File: src/rtl/axi4l_cmd_master.sv
// AXI4-Lite command master: queues write/read commands in a FIFO, runs one
// AXI4-Lite transaction at a time and returns one response per command.
// A transaction that gets no answer within P_TIMEOUT cycles is closed locally
// with a SLVERR-coded timeout response.
module axi4l_cmd_master #(
    parameter int P_ADDR_WIDTH = 8,
    parameter int P_DATA_WIDTH = 32,
    parameter int P_FIFO_DEPTH = 4,
    parameter int P_TIMEOUT    = 255
) (
    input  logic                      ACLK,
    input  logic                      ARESETN,
    input  logic                      cmd_valid,
    output logic                      cmd_ready,
    input  logic                      cmd_write,
    input  logic [P_ADDR_WIDTH-1:0]   cmd_addr,
    input  logic [P_DATA_WIDTH-1:0]   cmd_data,
    input  logic [P_DATA_WIDTH/8-1:0] cmd_strb,
    output logic                      rsp_valid,
    input  logic                      rsp_ready,
    output logic                      rsp_write,
    output logic [P_DATA_WIDTH-1:0]   rsp_data,
    output logic [1:0]                rsp_resp,
    output logic                      rsp_timeout,
    output logic                      busy,
    output logic                      m_awvalid,
    output logic [P_ADDR_WIDTH-1:0]   m_awaddr,
    output logic [2:0]                m_awprot,
    input  logic                      m_awready,
    output logic                      m_wvalid,
    output logic [P_DATA_WIDTH-1:0]   m_wdata,
    output logic [P_DATA_WIDTH/8-1:0] m_wstrb,
    input  logic                      m_wready,
    input  logic                      m_bvalid,
    input  logic [1:0]                m_bresp,
    output logic                      m_bready,
    output logic                      m_arvalid,
    output logic [P_ADDR_WIDTH-1:0]   m_araddr,
    output logic [2:0]                m_arprot,
    input  logic                      m_arready,
    input  logic                      m_rvalid,
    input  logic [P_DATA_WIDTH-1:0]   m_rdata,
    input  logic [1:0]                m_rresp,
    output logic                      m_rready
);

    localparam int SW = P_DATA_WIDTH / 8;
    localparam int PW = (P_FIFO_DEPTH > 1) ? $clog2(P_FIFO_DEPTH) : 1;
    localparam int CW = $clog2(P_FIFO_DEPTH + 1);
    localparam int TW = (P_TIMEOUT > 0) ? $clog2(P_TIMEOUT + 1) : 1;

    typedef enum logic [2:0] {
        S_IDLE, S_WADDR, S_WRESP, S_RADDR, S_RRESP, S_RSP
    } state_t;

    state_t state;

    logic                    fifo_write [P_FIFO_DEPTH];
    logic [P_ADDR_WIDTH-1:0] fifo_addr  [P_FIFO_DEPTH];
    logic [P_DATA_WIDTH-1:0] fifo_data  [P_FIFO_DEPTH];
    logic [SW-1:0]           fifo_strb  [P_FIFO_DEPTH];

    logic [PW-1:0] wr_ptr, rd_ptr;
    logic [CW-1:0] count, count_next;
    logic          push, pop, active_next;
    logic [TW-1:0] tcnt;
    logic          tout;
    logic          aw_done, w_done, aw_hs, w_hs, ar_hs;

    assign m_awprot = 3'b000;
    assign m_arprot = 3'b000;

    // Handshake decode, FIFO occupancy and FSM-activity look-ahead for the registered flags
    always_comb begin
        push        = cmd_valid && cmd_ready;
        pop         = (state == S_IDLE) && (count != '0);
        aw_hs       = m_awvalid && m_awready;
        w_hs        = m_wvalid && m_wready;
        ar_hs       = m_arvalid && m_arready;
        tout        = (P_TIMEOUT != 0) && (tcnt == TW'(P_TIMEOUT));
        count_next  = count;
        if (push && !pop) begin
            count_next = count + 1'b1;
        end else if (!push && pop) begin
            count_next = count - 1'b1;
        end
        if (state == S_IDLE) begin
            active_next = pop;
        end else begin
            active_next = !((state == S_RSP) && rsp_valid && rsp_ready);
        end
    end

    // FIFO pointers, count and the registered cmd_ready/busy flags
    always_ff @(posedge ACLK or negedge ARESETN) begin
        if (!ARESETN) begin
            wr_ptr    <= '0;
            rd_ptr    <= '0;
            count     <= '0;
            cmd_ready <= 1'b1;
            busy      <= 1'b0;
        end else begin
            if (push) wr_ptr <= wr_ptr + 1'b1;
            if (pop)  rd_ptr <= rd_ptr + 1'b1;
            count     <= count_next;
            cmd_ready <= (count_next != CW'(P_FIFO_DEPTH));
            busy      <= (count_next != '0) || active_next;
        end
    end

    // FIFO storage; contents are don't-care until written
    always_ff @(posedge ACLK) begin
        if (push) begin
            fifo_write[wr_ptr] <= cmd_write;
            fifo_addr[wr_ptr]  <= cmd_addr;
            fifo_data[wr_ptr]  <= cmd_data;
            fifo_strb[wr_ptr]  <= cmd_strb;
        end
    end

    // Transaction FSM with registered AXI and response outputs
    always_ff @(posedge ACLK or negedge ARESETN) begin
        if (!ARESETN) begin
            state       <= S_IDLE;
            m_awvalid   <= 1'b0;
            m_awaddr    <= '0;
            m_wvalid    <= 1'b0;
            m_wdata     <= '0;
            m_wstrb     <= '0;
            m_bready    <= 1'b0;
            m_arvalid   <= 1'b0;
            m_araddr    <= '0;
            m_rready    <= 1'b0;
            rsp_valid   <= 1'b0;
            rsp_write   <= 1'b0;
            rsp_data    <= '0;
            rsp_resp    <= 2'b00;
            rsp_timeout <= 1'b0;
            aw_done     <= 1'b0;
            w_done      <= 1'b0;
            tcnt        <= '0;
        end else begin
            case (state)
                S_IDLE: begin
                    if (pop) begin
                        tcnt        <= '0;
                        rsp_write   <= fifo_write[rd_ptr];
                        rsp_timeout <= 1'b0;
                        if (fifo_write[rd_ptr]) begin
                            m_awaddr  <= fifo_addr[rd_ptr];
                            m_wdata   <= fifo_data[rd_ptr];
                            m_wstrb   <= fifo_strb[rd_ptr];
                            m_awvalid <= 1'b1;
                            m_wvalid  <= 1'b1;
                            aw_done   <= 1'b0;
                            w_done    <= 1'b0;
                            state     <= S_WADDR;
                        end else begin
                            m_araddr  <= fifo_addr[rd_ptr];
                            m_arvalid <= 1'b1;
                            state     <= S_RADDR;
                        end
                    end
                end
                S_WADDR: begin
                    tcnt <= tcnt + 1'b1;
                    if (aw_hs) begin
                        m_awvalid <= 1'b0;
                        aw_done   <= 1'b1;
                    end
                    if (w_hs) begin
                        m_wvalid <= 1'b0;
                        w_done   <= 1'b1;
                    end
                    if ((aw_done || aw_hs) && (w_done || w_hs)) begin
                        m_bready <= 1'b1;
                        state    <= S_WRESP;
                    end else if (tout) begin
                        m_awvalid   <= 1'b0;
                        m_wvalid    <= 1'b0;
                        rsp_valid   <= 1'b1;
                        rsp_timeout <= 1'b1;
                        rsp_resp    <= 2'b10;
                        rsp_data    <= '0;
                        state       <= S_RSP;
                    end
                end
                S_WRESP: begin
                    tcnt <= tcnt + 1'b1;
                    if (m_bvalid) begin
                        m_bready  <= 1'b0;
                        rsp_resp  <= m_bresp;
                        rsp_data  <= '0;
                        rsp_valid <= 1'b1;
                        state     <= S_RSP;
                    end else if (tout) begin
                        m_bready    <= 1'b0;
                        rsp_valid   <= 1'b1;
                        rsp_timeout <= 1'b1;
                        rsp_resp    <= 2'b10;
                        rsp_data    <= '0;
                        state       <= S_RSP;
                    end
                end
                S_RADDR: begin
                    tcnt <= tcnt + 1'b1;
                    if (ar_hs) begin
                        m_arvalid <= 1'b0;
                        m_rready  <= 1'b1;
                        state     <= S_RRESP;
                    end else if (tout) begin
                        m_arvalid   <= 1'b0;
                        rsp_valid   <= 1'b1;
                        rsp_timeout <= 1'b1;
                        rsp_resp    <= 2'b10;
                        rsp_data    <= '0;
                        state       <= S_RSP;
                    end
                end
                S_RRESP: begin
                    tcnt <= tcnt + 1'b1;
                    if (m_rvalid) begin
                        m_rready  <= 1'b0;
                        rsp_data  <= m_rdata;
                        rsp_resp  <= m_rresp;
                        rsp_valid <= 1'b1;
                        state     <= S_RSP;
                    end else if (tout) begin
                        m_rready    <= 1'b0;
                        rsp_valid   <= 1'b1;
                        rsp_timeout <= 1'b1;
                        rsp_resp    <= 2'b10;
                        rsp_data    <= '0;
                        state       <= S_RSP;
                    end
                end
                S_RSP: begin
                    if (rsp_ready) begin
                        rsp_valid <= 1'b0;
                        state     <= S_IDLE;
                    end
                end
                default: state <= S_IDLE;
            endcase
        end
    end

endmodule

File: config.mk
export PLATFORM = sky130hd
export DESIGN_NAME = axi4l_cmd_master
export DESIGN_NICKNAME = d
export VERILOG_FILES = /design/src/rtl/axi4l_cmd_master.sv
export SDC_FILE = /design/constraint.sdc
export NUM_CORES = 1
export LEC_CHECK = 0
export CORE_ASPECT_RATIO = 1.25
export CORE_UTILIZATION = 60
export CTS_BUF_LIST = sky130_fd_sc_hd__clkbuf_4
export CTS_CLUSTER_SIZE = 10
export DETAILED_ROUTE_END_ITERATION = 16
export GPL_ROUTABILITY_DRIVEN = 0
export PLACE_DENSITY = 0.88
export SLEW_MARGIN = 10
export SYNTH_ARGS = -nofsm -noshare
export SYNTH_HDL_FRONTEND = slang
export SYNTH_SLANG_ARGS = --single-unit
export TNS_END_PERCENT = 50
File: constraint.sdc
create_clock -name ACLK -period 6 [get_ports ACLK]
set_input_delay 1.2 -clock ACLK [delete_from_list [all_inputs] [get_ports ACLK]]
set_output_delay 1.2 -clock ACLK [all_outputs]
set_load 0.1 [all_outputs]
==> impl_metrics.ini <==
[logic_synthesis]
syn_avg_cell_area_sq_um = 16.1
syn_area_sq_mm = 0.0121
async_flop_share_pct = 39.2
synth_flop_cell = edfxtp_1
synth_seq_area_share_pct = 68.8
synth_top_area_share_pct = 44.7
yosysWarnings = 0
syn_inst = 748
ys_ff_latch = 296
synthTopCellsByCount = 180 x edfxtp_1, 115 x dfrtp_1, 71 x o211ai_1, 54 x mux2_2, 48 x nand2_1
netlist-cell-type-count = 62
synth_edf_count = 180
synth.area.top_cells = edfxtp_1 45%, dfrtp_1 24%, mux4_2 8.4%
synth_most_common_cell = edfxtp_1
yosysTopAreaCell = edfxtp_1

[setup_path]
criticalPathCategory = flop to output pin
critical-path-max-stage-delay_ns = 1.17
critPathCaptureType = output pin
slowest_stage = clkdlybuf4s50_1
worstPathMaxFanout = 8
crit_cells = 1
critPathBufInv = 1
crit_family = buffers and inverters
crit_path_start_kind = flop
worstPathArrival_ns = 2.40
reg2reg_depth = 4
cp_cell_sequence = clkdlybuf4s50_1
required_ns = 4.80

[clocking]
cts_resized = 0
clkSinkCount = 296
cts_setup_buffers = 0
cts_buffers = 72
clk-insertion-delay-late_ns = 0.66
htreeDepth = 3
clkTransAtPathRegs_ns = 0.06
holdBufCountCts = 0
cts_root_buffer = clkbuf_4
clock_tree.buffer_depth = 3
cts_tree = done

[routing]
drcViolationCount = 0
ant_nets = 0
drt-vias-per-instance = 5.77
vias = 7508
wl_per_cell_um = 20.3
drtIter0Drc = 600
drt_wl_total_um = 26400
dr.pass1.iters = 5

[min_path]
hold_class = flop to flop
holdPathStages = 1

[timing]
worst_pin_slew_ns = 1.16
slew_headroom_pct = 22.4
finalSetupViolCount = 0
rsz0062_at_grt = no
period_minus_slack_ns = 3.60
fin_crit_sh_pct = 60.0
maxSlewViolCount = 0
fmax_mhz = 278
hold_violations = 0
finalSetupTns_ns = 0
hold_slack_ns = 0.495
skew_ns = 0.0474

[placed_design]
portBuffers = 185
hpwl_um = 16300

[grt]
grt_pass1_wl_um = 41600
track_usage_pct = 26.9
grt_pass1_vias = 7883
grt_max_degree = 62
antenna_found_initial = 3
gr-total-overflow = 0

[floorplan]
fp.dieW_um = 129
core_area_sq_mm = 0.0196
num_rows = 57
floorplan.initialDensity_pct = 61.6
dieArea_sq_mm = 0.0207
ios = 192
die_h_um = 161

[status]
status = finished, final reports clean

[job]
maxCapViolations = 0

[final_layout]
fill_cells = 1111
area.growth.synth_to_final_pct = 25.4
drive_gt1_share_pct = 23.8
fin_nets = 1076
==> logic make-up (layout without fill, tap and decap cells) <==
logic type	Yosys count	after routing	share of synthesized area [%]
buf+inv	90	370	3.25
mux	102	102	13.7
xor+xnor	9	9	0.653
compound gates	127	127	7.71
simple gates	114	114	4.96
flops	296	296	68.8
fa+ha+maj	9	9	0.932
other cells	1	9	0.0310
==> registers in the layout, summed over array words and instances, names as in the netlist, 3 cells and up <==
register and cells:
fifo_addr 32, fifo_data 128, state 3, fifo_write 4
m_awaddr 8, count 3, tcnt 8, m_wdata 32
rsp_data 32, m_araddr 8, m_wstrb 4, fifo_strb 16
==> cells in the final DEF, fill, tap and decap left out, drive strengths merged, types with 7 or more instances in the layout <==
| master | count |
|---|---|
| mux4 | 45 |
| inv | 45 |
| clkbuf | 112 |
| nand3 | 12 |
| clkinv | 14 |
| ha | 9 |
| nand2 | 48 |
| buf | 11 |
| a21oi | 12 |
| dfrtp | 115 |
| xnor2 | 7 |
| o211ai | 71 |
| nor2 | 13 |
| clkdlybuf4s50 | 184 |
| o21ai | 12 |
| mux2 | 54 |
| edfxtp | 180 |
| and3 | 9 |
==> stage by stage <==
stage	instances	worst slack [ns]	util [%]	instance area, sq um
5_1_grt	1299	2.31	77.2	15100
4_1_cts	1298	2.34	77.2	15100
3_5_place_dp	1168	2.72	72.2	14200
6_report	1301	2.40	77.2	15100
3_3_place_gp	1168	2.78	72.2	14200
2_1_floorplan	753	3.27	-	12100
==> final timing paths <==
kind,start,endpoint,slack (ns)
worst max-delay path,cmd_ready$_DFF_PN1_,cmd_ready,2.40
worst min-delay path,m_bready$_DFFE_PN0P_,m_bready$_DFFE_PN0P_,0.49
worst max register to register,rd_ptr[0]$_DFFE_PN0P_,m_wdata[25]$_DFFE_PN0P_,2.75
worst min register to register,m_bready$_DFFE_PN0P_,m_bready$_DFFE_PN0P_,0.49
max in group asynchronous,ARESETN,m_wdata[29]$_DFFE_PN0P_,4.07
min in group asynchronous,ARESETN,m_araddr[2]$_DFFE_PN0P_,0.67
==> layout make-up <==
cell class              count  area, sq um  area share, %
clock inverters            18          138          0.909
diodes                      3         7.51         0.0496
clock buffers             112          841           5.55
repair buffers            195         1920           12.7
multi-input cells         367         3420           22.6
well taps                 265          332           2.19
inverters                  45          169           1.12
flip-flops and latches    296         8310           54.9
==> routing by layer <==
| layer | vias up | share of wire, % | wire length (um) | global-route usage [%] |
|---|---|---|---|---|
| met3 | 57 | 8.4 | 2230 | 8.43 |
| met5 | - | 0 | 0 | 0 |
| li1 | 3371 | - | - | - |
| met2 | 321 | 51 | 13500 | 44.3 |
| met4 | 0 | 2.7 | 708 | 12.2 |
| met1 | 3759 | 38 | 9900 | 32.3 |
Power is left out: the tool's default activity adds up to more than one toggle a clock period on the data nets, which glitch-free logic cannot reach.
